### config.mk
export PLATFORM = sky130hd
export DESIGN_NAME = demux16_collect
export DESIGN_NICKNAME = d
export VERILOG_FILES = /design/src/rtl/demux16_collect.sv
export SDC_FILE = /design/constraint.sdc
export NUM_CORES = 1
export LEC_CHECK = 0
export BUFFER_PORTS_ARGS = -buffer_cell sky130_fd_sc_hd__clkbuf_2
export CORE_MARGIN = 3
export CORE_UTILIZATION = 40
export CTS_CLUSTER_SIZE = 12
export DETAILED_ROUTE_END_ITERATION = 16
export GPL_ROUTABILITY_DRIVEN = 1
export PLACE_DENSITY = 0.72
export SLEW_MARGIN = 20
export SYNTH_ARGS = -nofsm -noshare
export SYNTH_HDL_FRONTEND = slang
export SYNTH_SLANG_ARGS = --single-unit
### constraint.sdc
create_clock -name clk_i -period 3.14 [get_ports clk_i]
set_input_delay 0.314 -clock clk_i [delete_from_list [all_inputs] [get_ports clk_i]]
set_output_delay 0.314 -clock clk_i [all_outputs]
set_load 0.05 [all_outputs]
### src/rtl/demux16_collect.sv
// demux16_collect: rebuilds a parallel word from single-bit beats, each tagged with its bit
// position. A full or flushed word is handed downstream over a valid/ready handshake
// together with a mask of the positions that were written.
module demux16_collect #(
  parameter int unsigned WIDTH = 16,
  parameter int unsigned SEL_W = 4
) (
  input  logic             clk_i,
  input  logic             rst_i,
  input  logic             in_valid_i,
  output logic             in_ready_o,
  input  logic [SEL_W-1:0] in_sel_i,
  input  logic             in_bit_i,
  input  logic             in_strobe_i,
  input  logic             flush_i,
  output logic             out_valid_o,
  input  logic             out_ready_i,
  output logic [WIDTH-1:0] out_word_o,
  output logic [WIDTH-1:0] out_mask_o,
  output logic [SEL_W:0]   fill_cnt_o,
  output logic             dup_err_o
);

  typedef enum logic {StCollect, StHold} state_e;

  state_e           state_q, state_d;
  logic [WIDTH-1:0] word_q, word_d;
  logic [WIDTH-1:0] mask_q, mask_d;
  logic [SEL_W:0]   cnt_q, cnt_d;
  logic             dup_q, dup_d;
  logic             accept;

  // Strobed beats carry no data and are treated as if no beat were present.
  assign accept = in_valid_i & (state_q == StCollect) & ~in_strobe_i;

  // Next-state: write the accepted bit first, then decide whether the word is handed off.
  always_comb begin
    state_d = state_q;
    word_d  = word_q;
    mask_d  = mask_q;
    cnt_d   = cnt_q;
    dup_d   = 1'b0;
    unique case (state_q)
      StCollect: begin
        if (accept) begin
          word_d[in_sel_i] = in_bit_i;
          if (mask_q[in_sel_i]) begin
            dup_d = 1'b1;
          end else begin
            mask_d[in_sel_i] = 1'b1;
            cnt_d            = cnt_q + {{SEL_W{1'b0}}, 1'b1};
          end
        end
        // Flush only ever releases a non-empty word, and sees the beat on the same edge.
        if ((&mask_d) || (flush_i && (|mask_d))) begin
          state_d = StHold;
        end
      end
      StHold: begin
        if (out_ready_i) begin
          state_d = StCollect;
          word_d  = '0;
          mask_d  = '0;
          cnt_d   = '0;
        end
      end
      default: state_d = StCollect;
    endcase
  end

  // State and datapath registers with synchronous reset.
  always_ff @(posedge clk_i) begin
    if (rst_i) begin
      state_q <= StCollect;
      word_q  <= '0;
      mask_q  <= '0;
      cnt_q   <= '0;
      dup_q   <= 1'b0;
    end else begin
      state_q <= state_d;
      word_q  <= word_d;
      mask_q  <= mask_d;
      cnt_q   <= cnt_d;
      dup_q   <= dup_d;
    end
  end

  assign in_ready_o  = (state_q == StCollect);
  assign out_valid_o = (state_q == StHold);
  assign out_word_o  = word_q;
  assign out_mask_o  = mask_q;
  assign fill_cnt_o  = cnt_q;
  assign dup_err_o   = dup_q;

endmodule

* Word level (Yosys, flattened, before mapping)
Index checks and enable logic that the tools add are counted.
** Word-level totals
- Register bits :: 39
- Word-level logic and storage cells :: 45
** Cells by class
- Equality and inequality tests :: 3
- $add $sub $neg :: 1
- $lt $le $gt $ge :: 2
- Reductions and logical operators :: 8
- Bitwise operators :: 6
- Multiplexer cells :: 20
** Operator list (number)
- 16-bit two-way mux :: 5
- 16-bit one-hot mux with 2 select lines :: 2
- 16-bit bitwise mux :: 1
- 16-bit bitwise OR :: 1
- 16-bit AND reduction :: 1
- 16-bit OR reduction :: 1
- 5-bit two-way mux :: 3
- 5-bit one-hot mux with 2 select lines :: 1
- 5-bit by 1-bit adder with 5-bit output (second input constant) :: 1
- 4-bit by 5-bit less-than comparator with 1-bit output (second input constant) :: 1
- 1-bit two-way mux :: 5
- 1-bit binary-select mux with 4-bit select :: 1
- 1-bit demux with 4-bit select :: 1
- 4-bit by 1-bit >= comparator with 1-bit output (second input constant) :: 1
- 2-bit inequality test (second input constant) :: 2
- 1-bit NOT :: 3
- 3-bit AND reduction :: 1
- 3-bit OR reduction :: 1
- 1-bit AND :: 2
- 1-bit logical AND :: 2
- 2-bit by 1-bit inequality test with 1-bit output (second input constant) :: 1
- 1-bit one-hot mux with 2 select lines :: 1
- 2-bit AND reduction :: 1
- 1-bit logical OR :: 1

* Longest topological paths before layout
Gate-level depths: netlist of run 1.
- Depth after elaboration :: 13
- Gate-level depth with buffers :: 9

* Worst setup path after synthesis of run 1
No wires, ideal clock.
- Kind :: flip-flop to flip-flop
- Start point :: register mask_q[15] (netlist: out_mask_o[15])
- End point :: register state_q (netlist: out_valid_o)
- Buffers on the path :: 1
- Arrival :: 2023 ps
- Stages on the path, launching flop included :: 8
- Path slack :: 990 ps
- Setup time :: 127 ps
- Clock period less this slack :: 2150 ps
- Data required time :: 3013 ps
- Cells stage by stage :: dfxtp_1 > mux2i_1 > mux4_2 > buf_2 > a22oi_2 > a21boi_0 > o21ai_0 > o31ai_2
** Between the ends
- Cells in the longest elaborated chain, start to end :: 10
** Ends and longest elaborated chain
- start, declared :: RTL line 28 : logic [WIDTH-1:0] mask_q, mask_d;
- start signal, assigned :: RTL line 82 : mask_q <= mask_d;
- 1-bit binary-select mux with 4-bit select :: RTL line 47 : if (mask_q[in_sel_i]) begin
- 1-bit two-way mux (implied by the code) :: RTL line 47
- 16-bit two-way mux :: RTL line 47
- 16-bit two-way mux (*) :: RTL line 45 : if (accept) begin
- 16-bit two-way mux (*) :: RTL line 43 : unique case (state_q)
- 16-bit OR reduction :: RTL line 55 : if ((&mask_d) || (flush_i && (|mask_d))) begin
- 1-bit logical AND :: RTL line 55
- 1-bit logical OR (*) :: RTL line 55
- 1-bit two-way mux (*) :: RTL line 55
- 1-bit one-hot mux with 2 select lines (*) :: RTL line 43
- end signal, assigned :: RTL line 74 : state_q <= StCollect;
- end signal, assigned :: RTL line 80 : state_q <= state_d;
- end, declared :: RTL line 26 : state_e state_q, state_d;
Mark *: on every way between the ends. The rest lies on a longest branch, timed or not. The select of a mux whose other input is x is not followed.
A chain may end at the register's enable or synchronous reset.

* Worst setup path in the final report of run 1
- Start point :: register state_q (netlist: out_valid_o)
- End point :: register state_q (netlist: out_valid_o)
** Between the ends
- Cells in the longest elaborated chain, start to end :: 10
** Ends and longest elaborated chain
- 1-bit NOT
- 1-bit AND (2 in series) :: RTL line 34 : assign accept = in_valid_i & (state_q == StCollect) & ~in_strobe_i;
- 16-bit two-way mux :: RTL line 45
- 16-bit two-way mux :: RTL line 43
- 16-bit OR reduction :: RTL line 55
- 1-bit logical AND :: RTL line 55
- 1-bit logical OR :: RTL line 55
- 1-bit two-way mux :: RTL line 55
- 1-bit one-hot mux with 2 select lines (*) :: RTL line 43
Marks and branches as above.

==> flow_summary.ini, run 1 <==
[status]
status = completed

[worst_setup_path]
r2r.worst_path.cells = 6
r2r-end = out_valid_o
endpoint = out_valid_o
crit_start = out_valid_o
crit_required_ns = 3.35
ff2ff_setup_slack_ns = 0.90
crit_arrival_ns = 2.45
critPathMaxFanout = 8
critPathKind = reg2reg
endpoint_kind = flop
worst_setup_path_start_kind = flop
r2r_start = out_valid_o

[timing]
drv_slew = 0
fin_crit_ns = 2.238
tns_ns = 0
max_freq_mhz = 446.8
rsz0062_at_grt = no
relSlewSlack_pct = 61.11
clock_skew_ns = 0.01109
final-setup-viol-count = 0
finalCritPeriodShare_pct = 71.27
tightest_slew_ns = 0.5822
finalHoldViolCount = 0

[clock_tree]
htreeDepth = 2
root_buffer = clkbuf_8
cts_resized = 0
postCtsSetupBuffers = 0
path_clk_slew_ns = 0.08
cts_hold_buf = 0
cts.sinks = 39
cts.path.max_buffers = 2
cts_tree = built
clk-insertion-delay-late_ns = 0.30
cts_buffers = 5

[routing]
drc = 0
drtAntennaViolNets = 0
drtIter0Drc = 210
wire_per_inst_um = 14.51
vias = 1919
first_pass_iters = 4
routed_wl_um = 5107
viasPerCell = 5.452

[floorplan]
dieArea_um2 = 5852
row_count = 25
coreArea_um2 = 4755
die_w_um = 76.50
ios = 51
die_height_um = 76.50
start_util_pct = 41.82

[placement]
numPortBuffers = 50
dp_hpwl_um = 3740
gp_congestion = 0.8648
post-place-cells = 344

[synth]
synth_area_leaders = dfxtp_1 39%, mux2i_1 7.6%, nor2_1 7.2%
syn_nets = 249
ys_seq_area_share_pct = 39.27
synthFlopType = dfxtp_1
ys_ff_latch = 39
synth-warning-count = 0
synth_top_area_share_pct = 39.27
async_flop_share_pct = 0
netlist_instances = 237
syn_avg_cell_area_um2 = 8.389
yosys.area.top_type = dfxtp_1
synth_area_um2 = 1988
synth.lib_cells_used.distinct = 44
synth-edff-count = 0

[power_and_ir_drop]
powerDensity_nw_per_um2 = 452.0
ir_drop_v = 0.0002551
p_leak_nw = 0.9843
p_total_mw = 1.073

[final_layout]
antenna_cells = 0
final_common_cell = clkbuf_2
final_util_pct = 49.95
area_growth_pct = 19.45
drive_gt1_share_pct = 23.86
final_cell_mix = 50 x clkbuf_2, 39 x dfxtp_1, 38 x nor2_1, 27 x nand2_1, 20 x a21oi_1
layout.cells.non_filler = 352
nNetsFinal = 296

[global_routing]
grt_overflow = 0
gr-usage-all-layers_pct = 18.25
antenna_found_initial = 0
grt_max_degree = 26
grt_pass1_vias = 1814
grt_pass1_wl_um = 8666

[hold_path]
min_path_type = in2reg

[flow_run]
max-cap-violations = 0
==> synthesized netlist by cell type (2+ instances only) <==
cell type / n
o22ai_1: 2
a31oi_1: 4
nand2b_1: 3
a41o_1: 2
nor2b_1: 2
o31ai_2: 2
xnor2_1: 2
nor3_1: 3
and2_1: 6
dfxtp_1: 39
a2111oi_0: 2
a41oi_1: 2
nor4_1: 4
o21ai_0: 12
nand3_1: 5
nand2_1: 27
mux4_2: 3
or3_1: 2
mux2_1: 3
buf_2: 2
a21oi_1: 20
nand4_1: 2
nand3b_1: 2
and3_1: 3
clkbuf_1: 7
mux2i_1: 15
inv_1: 7
nor2_1: 38
==> worst max-delay path: stages (launching register included) <==
cell and delay, ns:
dfxtp_1 0.39, or3b_2 0.54, nor2_1 0.36, nand2_1 0.12
a2111oi_0 0.41, a31oi_1 0.10, o31ai_2 0.23
==> per-stage QoR <==
stage	hold slack [ns]	setup WS [ns]	cell area (um2)
floorplan	0.3864	0.9902	1988
global route	0.2402	0.7061	2375
global placement	0.4662	0.8534	2262
detailed placement	0.4756	0.7036	2262
CTS	0.2392	0.9529	2375
finish	0.2465	0.9021	2375
==> kinds of logic (layout without fill, tap and decap cells) <==
logic type               after synthesis  count (layout)  synth area share [%]
AND/OR/NAND/NOR                      101             101                 23.79
adder cells (fa/ha/maj)                1               1                0.6292
multiplexers                          22              22                 13.40
XOR/XNOR                               2               2                0.8812
flip-flops                            39              39                 39.27
buffers and inverters                 18              66                 4.720
AO/OA/AOI/OAI                         54              54                 17.31
==> registers in the layout (all words and copies together) (netlist names) <==
name / count
dup_err_o: 1
fill_cnt_o: 5
out_mask_o: 16
out_valid_o: 1
out_word_o: 16
==> per-layer routing <==
layer  track usage, %  vias up  share of wire, %
met4            7.790        0               2.2
met3            5.083       13               6.8
met2            28.91       68                46
li1                 -      937                 -
met1            23.21      901                46
met5                0        -                 0
==> report_power, final <==
group | leakage [nW] | switching (mW) | internal, mW | total (mW)
sequential | 0.315 | 0.0103 | 0.502 | 0.512
clock | 0.0581 | 0.183 | 0.236 | 0.419
combinational | 0.611 | 0.103 | 0.0387 | 0.142
total | 0.984 | 0.296 | 0.777 | 1.07
==> layout make-up <==
type | instances | area (um2)
Clock buffer | 5 | 68.82
Clock inverter | 3 | 43.79
Fill cell | 487 | 2380
Inverter | 7 | 26.28
Multi-Input combinational cell | 180 | 1114
Sequential cell | 39 | 780.7
Tap cell | 67 | 83.83
Timing Repair Buffer | 51 | 257.7
==> worst min path at each step <==
stage,from,to,cells past startpoint,slack (ns)
2_1_floorplan,rst_i,fill_cnt_o[0],1,0.39
3_3_place_gp,out_word_o[7],out_word_o[7],2,0.47
3_5_place_dp,out_word_o[10],out_word_o[10],2,0.48
4_1_cts,rst_i,fill_cnt_o[0],2,0.24
5_1_grt,rst_i,fill_cnt_o[1],2,0.24
6_report,rst_i,fill_cnt_o[0],2,0.25
(Power assumes the default switching activity.)
==> run 2, diff against run 1 <==
- ABC_AREA: not set -> 1
- clock period: 3.14 -> 2.18 ns (I/O delays scaled with it)
==> run 2 against run 1 <==
Against the previous run: first-iteration DRC count is 5.2% lower; non-clock buffer count up 2; register-to-register slack got worse by 0.63 ns; largest power group unchanged; power rose by 46%; critical endpoint unchanged; highest routed layer unchanged; setup slack lost 0.63 ns; sequential power is 46% higher; wire length grew 4.3%.
==> flow_summary.ini, run 2 <==
[placement]
postPlaceCellArea_um2 = 2385
dp_hpwl_um = 3969
post-place-ws_ns = 0.3070
gp_congestion = 0.8475
numPortBuffers = 50

[worst_setup_path]
critPathKind = reg2reg
endpoint_kind = flop
r2r-end = out_valid_o
critPathMaxFanout = 19
r2r.worst_path.cells = 9
crit_start = out_valid_o
crit_arrival_ns = 2.13
ff2ff_setup_slack_ns = 0.27
crit_required_ns = 2.40
worst_setup_path_start_kind = flop
r2r_start = out_valid_o

[synth]
yosysMostFrequentCell = nand2_1
synth-edff-count = 0
synthFlopType = dfxtp_1
synth_area_um2 = 2098
netlist_instances = 278
synth.lib_cells_used.distinct = 32
synth_top_area_share_pct = 37.21
ys_ff_latch = 39
synth_commonest_cells = 63 x nand2_1, 39 x dfxtp_1, 33 x nor3_1, 20 x nor2_1, 16 x a31oi_1
syn_nets = 290
ys_seq_area_share_pct = 37.21
synth_area_leaders = dfxtp_1 37%, nand2_1 11%, nor3_1 7.9%
yosys.area.top_type = dfxtp_1
synth-warning-count = 0
syn_avg_cell_area_um2 = 7.548
async_flop_share_pct = 0

[clock_tree]
clk-insertion-delay-late_ns = 0.29
path_clk_slew_ns = 0.07
htreeDepth = 2
cts.sinks = 39
cts_buffers = 5
cts_resized = 0
root_buffer = clkbuf_8
postCtsSetupBuffers = 0
cts_hold_buf = 0
cts_tree = built
cts.path.max_buffers = 2

[global_routing]
grt_overflow = 0
grt_max_degree = 21
antenna_found_initial = 0
grt_pass1_wl_um = 8735
grt_pass1_vias = 1789
gr-usage-all-layers_pct = 17.56

[flow_run]
max-cap-violations = 0

[final_layout]
area_growth_pct = 18.43
finish.instance_area_um2 = 2485
antenna_cells = 0
nFillCells = 494
drive_gt1_share_pct = 28.44
nNetsFinal = 338
final_common_cell = nand2_1
final_cell_mix = 63 x nand2_1, 50 x clkbuf_2, 39 x dfxtp_1, 33 x nor3_1, 20 x nor2_1

[floorplan]
start_util_pct = 43.00
coreArea_um2 = 4880
ios = 51
die_height_um = 78.43
row_count = 25
dieArea_um2 = 6150
die_w_um = 78.43

[hold_path]
min-delay-start = rst_i
min_path_type = in2reg
min_delay_path_depth = 2
hold_end = fill_cnt_o[1]

[routing]
drtAntennaViolNets = 0
viasPerCell = 5.211
first_pass_iters = 4
routed_wl_um = 5328
wire_per_inst_um = 13.52
drc = 0
drtIter0Drc = 199
vias = 2053

[timing]
finalHoldViolCount = 0
drv_slew = 0
relSlewSlack_pct = 70.86
setup_ws_ns = 0.2736
rsz0062_at_grt = no
final-setup-viol-count = 0
clock_skew_ns = 0.005138
finalCritPeriodShare_pct = 87.45
max_freq_mhz = 524.6
tns_ns = 0
fin_crit_ns = 1.906
tightest_slew_ns = 0.4371

[power_and_ir_drop]
p_leak_nw = 1.181
powerDensity_nw_per_um2 = 630.6
ir_drop_v = 0.0002488

[status]
status = completed
## run 2: cell count changes in the layout (fill, tap and decap cells not counted), sizes merged, moves of 5 or more
cell / delta
o211a: +13
nand2: +39
mux2i: -15
a31oi: +12
and2: -5
inv: +16
o21bai: +8
nor2: -11
nor3: +30
a21oi: -14
## run 2: through the flow
step	cells	hold WS [ns]	total power [mW]	util, %
final	394	0.2176	1.567	50.92
after global routing	394	0.2109	1.634	50.92
after CTS	394	0.2057	1.585	50.92
after detailed placement	386	0.5125	1.058	48.87
after global placement	386	0.5001	1.057	48.87
after floorplan	278	0.3771	0.9904	-
## run 2: per-layer routing
| layer | up-vias | GRT usage (%) | share of wire (%) |
|---|---|---|---|
| met5 | - | 0 | 0 |
| li1 | 1050 | - | - |
| met3 | 7 | 3.096 | 6.6 |
| met4 | 0 | 4.895 | 1.1 |
| met1 | 919 | 25.42 | 48 |
| met2 | 77 | 26.71 | 44 |
## run 2: logic make-up after synthesis
group           share of synthesized area (%)
simple gates                            30.95
compound gates                          22.18
flops                                   37.21
buf+inv                                 7.811
xor+xnor                                1.252
fa+ha+maj                              0.5962
## run 2: worst max path at each step
stage,endpoint,cells past startpoint
2_1_floorplan,fill_cnt_o[0],8
3_3_place_gp,out_valid_o,9
3_5_place_dp,out_valid_o,9
4_1_cts,out_valid_o,9
5_1_grt,out_valid_o,9
6_report,out_valid_o,9
## run 2: critical path: stages, from the launching register on
cell and delay [ns]:
dfxtp_1 0.40, inv_4 0.23, nand3_4 0.29, o21ai_0 0.38
nand2_1 0.08, nor2_1 0.11, nand2_1 0.07, nor2_1 0.11
nor2_1 0.05, a21oi_2 0.12
## run 2: power by group
group	internal, mW	switching [mW]	total [mW]	leakage [nW]
registers	0.728	0.0177	0.746	0.315
clock network	0.289	0.235	0.523	0.0515
logic	0.0709	0.227	0.298	0.814
total	1.09	0.480	1.57	1.18
## run 2: cell type report
class / instances / area [um2] / area share (%)
multi-input cells: 203 / 1154 / 46.43
flip-flops and latches: 39 / 780.7 / 31.42
repair buffers: 53 / 272.8 / 10.98
clock buffers: 8 / 100.1 / 4.028
inverters: 24 / 93.84 / 3.776
well taps: 67 / 83.83 / 3.374
